### src/rtl/otter_decode_stage.sv
// OTTER decode stage: full RV32I decode into a registered ID/EX word, load-use bubbles, CSR drain.
// Optional M-extension decode is enabled by defining OTTER_MEXT_EN.
module otter_decode_stage #(
  parameter int XLEN         = 32,
  parameter int DRAIN_CYCLES = 2
) (
  input  logic            CLK,
  input  logic            RST,
  input  logic            if_valid,
  input  logic [31:0]     if_ir,
  input  logic [XLEN-1:0] if_pc,
  output logic            id_ready,
  input  logic            ex_ready,
  input  logic            flush,
  output logic            hazard_stall,
  output logic            de_valid,
  output logic [XLEN-1:0] de_pc,
  output logic [4:0]      de_rs1,
  output logic [4:0]      de_rs2,
  output logic [4:0]      de_rd,
  output logic [3:0]      de_alu_fun,
  output logic [1:0]      de_alu_srcA,
  output logic [2:0]      de_alu_srcB,
  output logic [1:0]      de_rf_wr_sel,
  output logic            de_regWrite,
  output logic            de_memWrEn,
  output logic            de_memRdEn,
  output logic            de_csr_we,
  output logic            de_mret_ex,
  output logic            de_jump,
  output logic            de_illegal,
  output logic            de_mul_en,
  output logic [2:0]      de_pcSource,
  output logic [2:0]      de_mul_op
);

  typedef struct packed {
    logic [3:0] alu_fun;
    logic [1:0] alu_srcA;
    logic [2:0] alu_srcB;
    logic [1:0] rf_wr_sel;
    logic       regWrite;
    logic       memWrEn;
    logic       memRdEn;
    logic       csr_we;
    logic       mret_ex;
    logic       jump;
    logic       illegal;
    logic       mul_en;
    logic [2:0] pcSource;
    logic [2:0] mul_op;
  } ctl_t;

  typedef enum logic {
    S_RUN   = 1'b0,
    S_DRAIN = 1'b1
  } state_t;

  localparam logic [6:0] OPC_LUI = 7'b0110111;
  localparam logic [6:0] OPC_AUI = 7'b0010111;
  localparam logic [6:0] OPC_JAL = 7'b1101111;
  localparam logic [6:0] OPC_JLR = 7'b1100111;
  localparam logic [6:0] OPC_BR  = 7'b1100011;
  localparam logic [6:0] OPC_LD  = 7'b0000011;
  localparam logic [6:0] OPC_ST  = 7'b0100011;
  localparam logic [6:0] OPC_IMM = 7'b0010011;
  localparam logic [6:0] OPC_OP  = 7'b0110011;
  localparam logic [6:0] OPC_SYS = 7'b1110011;

  localparam logic [3:0] ALU_SLT  = 4'b0010;
  localparam logic [3:0] ALU_SLTU = 4'b0011;
  localparam logic [3:0] ALU_OR   = 4'b0110;
  localparam logic [3:0] ALU_AND  = 4'b0111;
  localparam logic [3:0] ALU_CPB  = 4'b1001;

  localparam logic [3:0] CNT_INIT = 4'(DRAIN_CYCLES - 1);

  logic [6:0] w_opc;
  logic [2:0] w_f3;
  logic [6:0] w_f7;
  logic [4:0] w_rs1;
  logic [4:0] w_rs2;
  logic [4:0] w_rd;

  assign w_opc = if_ir[6:0];
  assign w_f3  = if_ir[14:12];
  assign w_f7  = if_ir[31:25];
  assign w_rs1 = if_ir[19:15];
  assign w_rs2 = if_ir[24:20];
  assign w_rd  = if_ir[11:7];

  logic w_is_lui, w_is_aui, w_is_jal, w_is_jlr, w_is_br;
  logic w_is_ld, w_is_st, w_is_imm, w_is_op, w_is_sys;

  assign w_is_lui = (w_opc == OPC_LUI);
  assign w_is_aui = (w_opc == OPC_AUI);
  assign w_is_jal = (w_opc == OPC_JAL);
  assign w_is_jlr = (w_opc == OPC_JLR);
  assign w_is_br  = (w_opc == OPC_BR);
  assign w_is_ld  = (w_opc == OPC_LD);
  assign w_is_st  = (w_opc == OPC_ST);
  assign w_is_imm = (w_opc == OPC_IMM);
  assign w_is_op  = (w_opc == OPC_OP);
  assign w_is_sys = (w_opc == OPC_SYS);

  logic w_f7_std;
  logic w_shamt;

  assign w_f7_std = (w_f7 == 7'b0000000) || (w_f7 == 7'b0100000);
  assign w_shamt  = (w_f3 == 3'b001) || (w_f3 == 3'b101);

  ctl_t w_dec;
  logic w_ill;

  always_comb begin
    w_dec = '0;
    w_ill = 1'b0;
    unique case (1'b1)
      w_is_lui: begin
        w_dec.alu_fun   = ALU_CPB;
        w_dec.alu_srcA  = 2'b01;
        w_dec.rf_wr_sel = 2'b11;
        w_dec.regWrite  = 1'b1;
      end
      w_is_aui: begin
        w_dec.alu_srcA  = 2'b01;
        w_dec.alu_srcB  = 3'b011;
        w_dec.rf_wr_sel = 2'b11;
        w_dec.regWrite  = 1'b1;
      end
      w_is_jal: begin
        w_dec.pcSource = 3'b011;
        w_dec.regWrite = 1'b1;
        w_dec.jump     = 1'b1;
      end
      w_is_jlr: begin
        w_dec.pcSource = 3'b001;
        w_dec.regWrite = 1'b1;
        w_dec.jump     = 1'b1;
      end
      w_is_ld: begin
        w_dec.alu_srcB  = 3'b001;
        w_dec.rf_wr_sel = 2'b10;
        w_dec.memRdEn   = 1'b1;
        w_dec.regWrite  = 1'b1;
      end
      w_is_st: begin
        w_dec.alu_srcB = 3'b010;
        w_dec.memWrEn  = 1'b1;
      end
      w_is_br: begin
        unique case (w_f3)
          3'b010, 3'b011: w_ill = 1'b1;
          3'b110, 3'b111: w_dec.alu_fun = ALU_SLTU;
          default:        w_dec.alu_fun = ALU_SLT;
        endcase
      end
      w_is_imm: begin
        if (w_shamt && !w_f7_std)
          w_ill = 1'b1;
        // only SRAI uses bit 30 as an op select
        w_dec.alu_fun   = {(w_f3 == 3'b101) && if_ir[30], w_f3};
        w_dec.alu_srcB  = 3'b001;
        w_dec.rf_wr_sel = 2'b11;
        w_dec.regWrite  = 1'b1;
      end
      w_is_op: begin
        if (w_f7_std) begin
          w_dec.alu_fun = {if_ir[30] &&
                           ((w_f3 == 3'b000) || (w_f3 == 3'b101)),
                           w_f3};
          w_dec.rf_wr_sel = 2'b11;
          w_dec.regWrite  = 1'b1;
        end
`ifdef OTTER_MEXT_EN
        else if (w_f7 == 7'b0000001) begin
          w_dec.mul_en    = 1'b1;
          w_dec.mul_op    = w_f3;
          w_dec.rf_wr_sel = 2'b11;
          w_dec.regWrite  = 1'b1;
        end
`endif
        else
          w_ill = 1'b1;
      end
      w_is_sys: begin
        unique case (w_f3)
          3'b000: w_dec.mret_ex = 1'b1;
          3'b001: begin
            w_dec.alu_fun   = ALU_CPB;
            w_dec.rf_wr_sel = 2'b01;
            w_dec.csr_we    = 1'b1;
            w_dec.regWrite  = 1'b1;
          end
          3'b010: begin
            w_dec.alu_fun   = ALU_OR;
            w_dec.rf_wr_sel = 2'b01;
            w_dec.csr_we    = 1'b1;
            w_dec.regWrite  = 1'b1;
          end
          3'b011: begin
            w_dec.alu_fun   = ALU_AND;
            w_dec.alu_srcA  = 2'b10;
            w_dec.rf_wr_sel = 2'b01;
            w_dec.csr_we    = 1'b1;
            w_dec.regWrite  = 1'b1;
          end
          default: w_ill = 1'b1;
        endcase
      end
      default: w_ill = 1'b1;
    endcase
    if (w_ill) begin
      w_dec         = '0;
      w_dec.illegal = 1'b1;
    end
  end

  logic w_use1;
  logic w_use2;
  logic w_sys;

  assign w_use2 = w_is_br | w_is_st | w_is_op;
  assign w_use1 = w_use2 | w_is_imm | w_is_ld | w_is_jlr |
                  (w_is_sys & (w_f3 != 3'b000));
  assign w_sys  = w_is_sys & ~w_f3[2];

  ctl_t            r_de;
  logic            r_valid;
  logic [XLEN-1:0] r_pc;
  logic [4:0]      r_rs1;
  logic [4:0]      r_rs2;
  logic [4:0]      r_rd;

  logic w_hit;

  assign w_hit = (w_use1 && (w_rs1 == r_rd)) ||
                 (w_use2 && (w_rs2 == r_rd));
  assign hazard_stall = if_valid & r_valid & r_de.memRdEn &
                        (r_rd != 5'd0) & w_hit;

  state_t     r_state;
  state_t     w_nstate;
  logic [3:0] r_cnt;
  logic [3:0] w_ncnt;
  logic       w_take;

  assign w_take = if_valid & id_ready & ~flush & ~RST;

  always_ff @(posedge CLK) begin
    if (RST) begin
      r_state <= S_RUN;
      r_cnt   <= 4'd0;
    end else begin
      r_state <= w_nstate;
      r_cnt   <= w_ncnt;
    end
  end

  always_comb begin
    w_nstate = r_state;
    w_ncnt   = r_cnt;
    if (flush) begin
      w_nstate = S_RUN;
      w_ncnt   = 4'd0;
    end else if (ex_ready) begin
      unique case (r_state)
        S_RUN: begin
          if (w_take && w_sys) begin
            w_nstate = S_DRAIN;
            w_ncnt   = CNT_INIT;
          end
        end
        S_DRAIN: begin
          if (r_cnt == 4'd0)
            w_nstate = S_RUN;
          else
            w_ncnt = r_cnt - 4'd1;
        end
        default: w_nstate = S_RUN;
      endcase
    end
  end

  always_comb begin
    id_ready = 1'b0;
    if (RST)
      id_ready = 1'b0;
    else if (flush)
      id_ready = 1'b1;
    else if (r_state == S_RUN)
      id_ready = ex_ready & ~hazard_stall;
  end

  always_ff @(posedge CLK) begin
    if (RST) begin
      r_valid <= 1'b0;
      r_pc    <= '0;
      r_rs1   <= 5'd0;
      r_rs2   <= 5'd0;
      r_rd    <= 5'd0;
      r_de    <= '0;
    end else if (w_take) begin
      r_valid <= 1'b1;
      r_pc    <= if_pc;
      r_rs1   <= w_rs1;
      r_rs2   <= w_rs2;
      r_rd    <= w_rd;
      r_de    <= w_dec;
    end else if (flush || ex_ready) begin
      r_valid <= 1'b0;
      r_pc    <= '0;
      r_rs1   <= 5'd0;
      r_rs2   <= 5'd0;
      r_rd    <= 5'd0;
      r_de    <= '0;
    end
  end

  assign de_valid     = r_valid;
  assign de_pc        = r_pc;
  assign de_rs1       = r_rs1;
  assign de_rs2       = r_rs2;
  assign de_rd        = r_rd;
  assign de_alu_fun   = r_de.alu_fun;
  assign de_alu_srcA  = r_de.alu_srcA;
  assign de_alu_srcB  = r_de.alu_srcB;
  assign de_rf_wr_sel = r_de.rf_wr_sel;
  assign de_regWrite  = r_de.regWrite;
  assign de_memWrEn   = r_de.memWrEn;
  assign de_memRdEn   = r_de.memRdEn;
  assign de_csr_we    = r_de.csr_we;
  assign de_mret_ex   = r_de.mret_ex;
  assign de_jump      = r_de.jump;
  assign de_illegal   = r_de.illegal;
  assign de_mul_en    = r_de.mul_en;
  assign de_pcSource  = r_de.pcSource;
  assign de_mul_op    = r_de.mul_op;

endmodule

### config.mk
export PLATFORM = sky130hd
export DESIGN_NAME = otter_decode_stage
export DESIGN_NICKNAME = d
export VERILOG_FILES = /design/src/rtl/otter_decode_stage.sv
export SDC_FILE = /design/constraint.sdc
export NUM_CORES = 1
export LEC_CHECK = 0
export ABC_CLOCK_PERIOD_IN_PS = 7800
export CORE_ASPECT_RATIO = 1.4
export CORE_MARGIN = 3
export CORE_UTILIZATION = 24
export DETAILED_ROUTE_END_ITERATION = 10
export HOLD_SLACK_MARGIN = 0.15
export PLACE_DENSITY_LB_ADDON = 0.1
export SLEW_MARGIN = 20
export SYNTH_ARGS = -nofsm -noshare
export SYNTH_HDL_FRONTEND = slang
export SYNTH_SLANG_ARGS = --single-unit
### constraint.sdc
create_clock -name CLK -period 7.8 [get_ports CLK]
set_clock_uncertainty 0.15 [all_clocks]
set_input_delay 1.95 -clock CLK [delete_from_list [all_inputs] [get_ports CLK]]
set_output_delay 1.95 -clock CLK [all_outputs]
set_load 0.03 [all_outputs]
**Yosys cells after proc, flatten, opt, wreduce, memory -nomap -nowiden**

Index checks and enable logic that the tools add are counted.

- Input bits: 69
- Word-level logic and storage cells: 137
- Register bits: 78

- $add $sub $neg: 1
- Bitwise gates (word level): 21
- Multiplexer cells: 43
- Reduce and logical (&&, ||, !) cells: 30
- Eq/ne operators: 21

Operators with widths:

| cell | number |
|---|---|
| $mux W25 | 3 |
| $mux W32 | 2 |
| $eq A7 B6 Y1 const B | 4 |
| $eq A7 B7 Y1 const B | 4 |
| $mux W5 | 4 |
| $pmux W4 S5 | 1 |
| $mux W1 | 16 |
| $eq A7 B5 Y1 const B | 2 |
| $mux W4 | 3 |
| $pmux W2 S2 | 3 |
| $pmux W4 S3 | 1 |
| $reduce_or A2 Y1 | 6 |
| $reduce_or A6 Y1 | 2 |
| $and A1 B1 Y1 | 10 |
| $eq A5 B5 Y1 | 2 |
| $eq A3 B3 Y1 const B | 3 |
| $pmux W2 S4 | 1 |
| $pmux W4 S2 | 1 |
| $eq A7 B2 Y1 const B | 1 |
| $logic_not A7 Y1 | 1 |
| $eq A3 B2 Y1 const B | 2 |
| $logic_and A1 B1 Y1 | 6 |
| $mux W2 | 3 |
| $or A1 B1 Y1 | 6 |
| other kinds (19) | 29 |

**Depth between registers and ports, before layout**

Gate-level depths: netlist of run 1.

- Depth in word-level cells: 21
- Mapped depth: 8
- Gate-level depth less buffers: 8

**Least setup slack after synthesis of run 1**

Ideal clock, no wire load.

- Kind: input-to-output
- Start point: in if_ir[14]
- End point: out id_ready
- Buffers on the path: 1
- Required time: 5700 ps
- Stages on the path: 7
- Arrival time: 3453 ps
- Path slack: 2247 ps
- Cells stage by stage: buf_2 or3_1 a311oi_1 nor4_1 nor2_1 a21oi_1 nor2_1

- Longest elaborated chain between the ends: 11

Ends and longest elaborated chain:

| what | RTL line | source |
|---|---|---|
| from (decl) | 10 | `input logic [31:0] if_ir,` |
| $reduce_bool A3 Y1 | 225 | `(w_is_sys & (w_f3 != 3'b000));` |
| $and A1 B1 Y1 | 225 |  |
| $or A1 B1 Y1 | 224 | `assign w_use1 = w_use2 \| w_is_imm \| w_is_ld \| w_is_jlr \|` |
| $logic_and A1 B1 Y1 | 237 | `assign w_hit = (w_use1 && (w_rs1 == r_rd)) \|\|` |
| $logic_or A1 B1 Y1 | 237 |  |
| $and A1 B1 Y1 | 240 | `(r_rd != 5'd0) & w_hit;` |
| $not A1 Y1 | 292 | `id_ready = ex_ready & ~hazard_stall;` |
| $and A1 B1 Y1 | 292 |  |
| $mux W1 | 291 | `else if (r_state == S_RUN)` |
| $mux W1 | 289 | `else if (flush)` |
| $mux W1 | 287 | `if (RST)` |
| to (decl) | 12 | `output logic id_ready,` |

Every way passes these cells.

**Worst setup path in the final report of run 1**

- Start point: in if_ir[5]
- End point: out id_ready

- Longest elaborated chain between the ends: 15

Ends and longest elaborated chain:

| what | RTL line | source |
|---|---|---|
| $eq A7 B7 Y1 or $eq A7 B6 Y1 (tied branches) | 99, 101 |  |
| $or A1 B1 Y1 (2 in series) | 223 | `assign w_use2 = w_is_br \| w_is_st \| w_is_op;` |
| $or A1 B1 Y1 (4 in series) | 224 |  |
| $logic_and A1 B1 Y1 | 237 |  |
| $logic_or A1 B1 Y1 * | 237 |  |
| $and A1 B1 Y1 * | 240 |  |
| $not A1 Y1 * | 292 |  |
| $and A1 B1 Y1 * | 292 |  |
| $mux W1 * | 291 |  |
| $mux W1 * | 289 |  |
| $mux W1 * | 287 |  |

Every way passes the cells marked *; elsewhere a longest branch is shown, timed or not.

==> summary.md, run 1 <==
| Metric | Value |
|---|---|
| Vias | `~2,800` |
| Htree depth | `3` |
| Num ports | `144` |
| Crit-path max FO | `14` |
| Post-cts sizing count | `0` |
| Final setup violation count | `0` |
| Hold path endpoint | `de_rf_wr_sel[1]` |
| Status | `completed` |
| Fin crit period | `roughly 6.8 ns` |
| NetSw | `around 220 µW` |
| First-pass GRT wire length | `approximately 15,000 µm` |
| CP Data Required Time | `approximately 5.7 ns` |
| Worst reg2reg path endpoint | `de_alu_fun[0]` |
| Vias in the first global route | `between 2,000 and 3,000` |
| Final hold vios | `0` |
| 1st-pass router iterations | `6` |
| TritonCTS clock tree | `yes` |
| Cells after Synth | `~310` |
| Worst reg2reg path depth | `7` |
| Die outline height | `between 100 and 150 µm` |
| Final wirelength | `9640 µm` |
| Dominant cells by area after synthesis | `dfxtp_1 49%, a22o_1 14%, nand2_1 4.6%, xnor2_1 3.6%, o21ai_0 3.3%` |
| Worst setup SP type | `input port` |
| Combinational power share | `0.106` |
| R2r setup slk | `between 4 and 5 ns` |
| Hold Path Cell Cnt | `2` |
| Crit Path Class | `input port to output pin` |
| Max-slew violations | `0` |
| CTS buffer count | `9` |
| DRT antenna net count | `0` |
| Setup Buffers After CTS | `0` |
| Hold_sp | `de_rf_wr_sel[1]` |
| Gpl congestion | `0.887` |
| CTS max path bufs | `2` |
| Die width | `between 90 and 100 µm` |
| RSZ-0062 raised after global routing | `false` |
| Max IR drop VDD | `between 0.07 and 0.08 mV` |
| Power Density | `196 nW/µm²` |
| Reg area | `roughly 1400 µm²` |
| Detail Placement HPWL | `7270 µm` |
| Mapped Area | `2910 µm²` |
| Max Cap Viol | `0` |
| Clock power share | `0.491` |
| Largest net degree at the start of global routing | `39` |
| Critical-path cell list | `clkdlybuf4s50_1, and3b_1, a311oi_1, nor4_1, nor2_1, a21oi_1, nor2_1, clkdlybuf4s50_1` |
| Int Power | `703 µW` |
| TritonCTS Sinks | `71` |
| Delay-heaviest family, CP | `buffers and inverters` |
| Starting Density | `0.246` |
| CTS hold repair buffers | `0` |
| Yosys warnings | `0` |
| Fill count | `~1,200` |
| Crit Reg-Reg Startpoint | `de_rd[1]` |
| Port bufs | `between 100 and 150` |
| Clk_lat worst skew | `roughly 0.33 ns` |
| CP Buf/Inv Count | `2` |
| Layout cells sized above 1 | `0.0517` |
| Core ar. | `between 10,000 and 15,000 µm²` |
| Synth unique cells | `44` |
| Sw Share | `0.236` |
| Synth Register Bits | `a little over 70` |
| Layout Nets | `511` |
| Peak Freq | `between 0.1 and 0.15 GHz` |
| Site Rows | `between 40 and 50` |
| Global route total overflow | `0` |
| Hold WC Path Type | `flop to flop` |
| Worst-Margin Slew | `1.04 ns` |
| End-of-flow core utilization | `0.398` |
| CTS root buffer | `clkbuf_16` |
| Post-synth top area share | `0.488` |
| # DRC | `0` |
| Syn Area/Cell | `between 9 and 10 µm²` |
| Leak | `0.00172 µW` |
| Seq/Total Area, Yosys | `0.488` |
| Power share of the sequential group | `0.404` |
| Iter 0 DRT Violations | `100` |
| Tcrit/Tclk final | `0.870` |
| CP endpoint kind | `output pin` |
| Crit path DAT | `approximately 4.7 ns` |
| Initial antenna violation count | `0` |
| Drt wl/cell | `16.3 µm` |
| All-layer global routing usage | `0.140` |
| Max transition margin | `0.303` |
| Multi-input gate area | `~1300 µm²` |
| Clock slew at reported path FFs | `about 0.060 ns` |
| Crit path largest cell delay | `between 0.7 and 0.8 ns` |
| Die ar. | `roughly 14,000 µm²` |
| Area leader, netlist | `dfxtp_1` |
| Slowest CP cell | `clkdlybuf4s50_1` |
| Fin Setup TNS | `0 ns` |
| Antenna Cells | `0` |
| Synth-to-Final Area Change | `61.5%` |
| Via density | `between 4 and 5` |
-- cell families (layout without fill, tap and decap cells) --
kind of cell / after synthesis / in the layout / share of synthesized area
buffers and inverters: 35 / 164 / 0.0584
multiplexers: 1 / 1 / 0.00344
flip-flops: 71 / 71 / 0.488
XOR/XNOR: 13 / 13 / 0.0391
other: 1 / 6 / 0.00129
AND/OR/NAND/NOR: 100 / 100 / 0.169
AO/OA/AOI/OAI: 88 / 88 / 0.232
adder cells (fa/ha/maj): 2 / 2 / 0.00859
-- tightest hold or removal path, delay by kind of cell (launching register included) --
family	cells	cell delay [ns]
AND/OR/NAND/NOR	1	0.05
AO/OA/AOI/OAI	1	0.05
flip-flops	1	0.33
-- worst max path at each step --
stage,start,end,slack (ns),cells past startpoint
final,if_ir[5],id_ready,1.01,8
after global routing,if_ir[5],id_ready,0.79,8
after CTS,if_ir[4],id_ready,1.00,8
after detailed placement,if_ir[4],id_ready,1.01,8
after global placement,if_ir[5],id_ready,1.08,8
after floorplan,if_ir[14],id_ready,2.25,7
-- routing by layer --
layer / share of wire / vias up / GRT usage
met5: 0 / - / 0
met4: 0.011 / 0 / 0.0539
met3: 0.054 / 9 / 0.0400
met2: 0.54 / 85 / 0.248
met1: 0.40 / 1310 / 0.158
li1: - / 1370 / -
-- state kept, by name (all words and copies together) (netlist names) --
name,cells
de_illegal,1
de_alu_fun,4
de_rs2,5
de_memWrEn,1
de_pc,32
de_valid,1
de_rd,5
de_csr_we,1
de_rf_wr_sel,2
r_cnt,4
de_mret_ex,1
r_state,1
de_alu_srcA,2
de_regWrite,1
de_rs1,5
de_memRdEn,1
de_alu_srcB,2
de_pcSource,2
-- power by group through the flow --
stage / Sequential, µW / Combinational, µW / Clock (µW)
4_1_cts: 371 / 98.0 / 469
2_1_floorplan: 389 / 34.4 / 0
3_5_place_dp: 379 / 97.6 / 0
3_3_place_gp: 379 / 97.5 / 0
6_report: 371 / 97.3 / 451
5_1_grt: 372 / 104 / 481
-- metrics by stage --
stage	power (µW)	setup WS (ns)	cell area (µm²)	instances	hold WS (ns)
floorplan	424	2.25	2930	316	0.316
detailed placement	477	1.01	4370	576	0.297
global placement	477	1.08	4370	576	0.289
global route	957	0.790	4700	592	0.337
CTS	938	1.00	4700	592	0.315
finish	920	1.01	4700	592	0.307
-- layout by cell type (no fill, tap or decap), drive strengths merged, types with 3 or more instances in the layout --
| cell type | count |
|---|---|
| a22o | 47 |
| nand3 | 9 |
| nand4 | 5 |
| and2 | 3 |
| dfxtp | 71 |
| buf | 3 |
| clkbuf | 9 |
| nor4 | 3 |
| nor2b | 5 |
| xnor2 | 12 |
| clkdlybuf4s50 | 137 |
| a21oi | 5 |
| a22oi | 3 |
| nand2 | 36 |
| o21ai | 19 |
| nor3 | 4 |
| or3 | 3 |
| conb | 6 |
| nor2 | 21 |
| and3b | 3 |
| inv | 10 |
-- cells in the mapped netlist --
master,count
nor4_1,3
nand4_1,5
and3_1,2
a21oi_1,5
or4_1,1
a22o_1,47
o211a_1,1
a22oi_1,3
nor2_1,21
or3_1,3
conb_1,1
nor3_4,1
a2111oi_0,1
or2_2,1
clkbuf_1,10
a311oi_1,1
o2111ai_1,1
nor3_1,3
or3b_2,1
ha_1,2
a21o_1,1
a221oi_1,1
o41ai_1,1
o31ai_1,2
xnor2_1,12
nor2b_1,5
a211oi_1,1
o311a_1,1
o21ai_0,19
dfxtp_1,71
buf_2,10
nand3_1,9
a21boi_0,1
xor2_1,1
nand2b_1,1
and2_1,3
mux2i_1,1
inv_1,8
or3b_1,1
o32a_1,2
and3b_1,3
nor3b_1,1
buf_4,7
nand2_1,36
-- layout make-up --
| type | instances | share of cell area |
|---|---|---|
| Clock buffer | 9 | 0.0479 |
| Clock inverter | 7 | 0.0223 |
| Inverter | 8 | 0.00638 |
| Multi-Input combinational cell | 210 | 0.286 |
| Sequential cell | 71 | 0.302 |
| Tap cell | 147 | 0.0391 |
| Timing Repair Buffer | 140 | 0.296 |
Note: power is estimated with default switching activity, not from simulation.
==> run 2: changes to the inputs <==
- SLEW_MARGIN: 20 -> unset
==> results of run 2 <==
No change in the layout: final DEF, timing and power equal those of run 1.
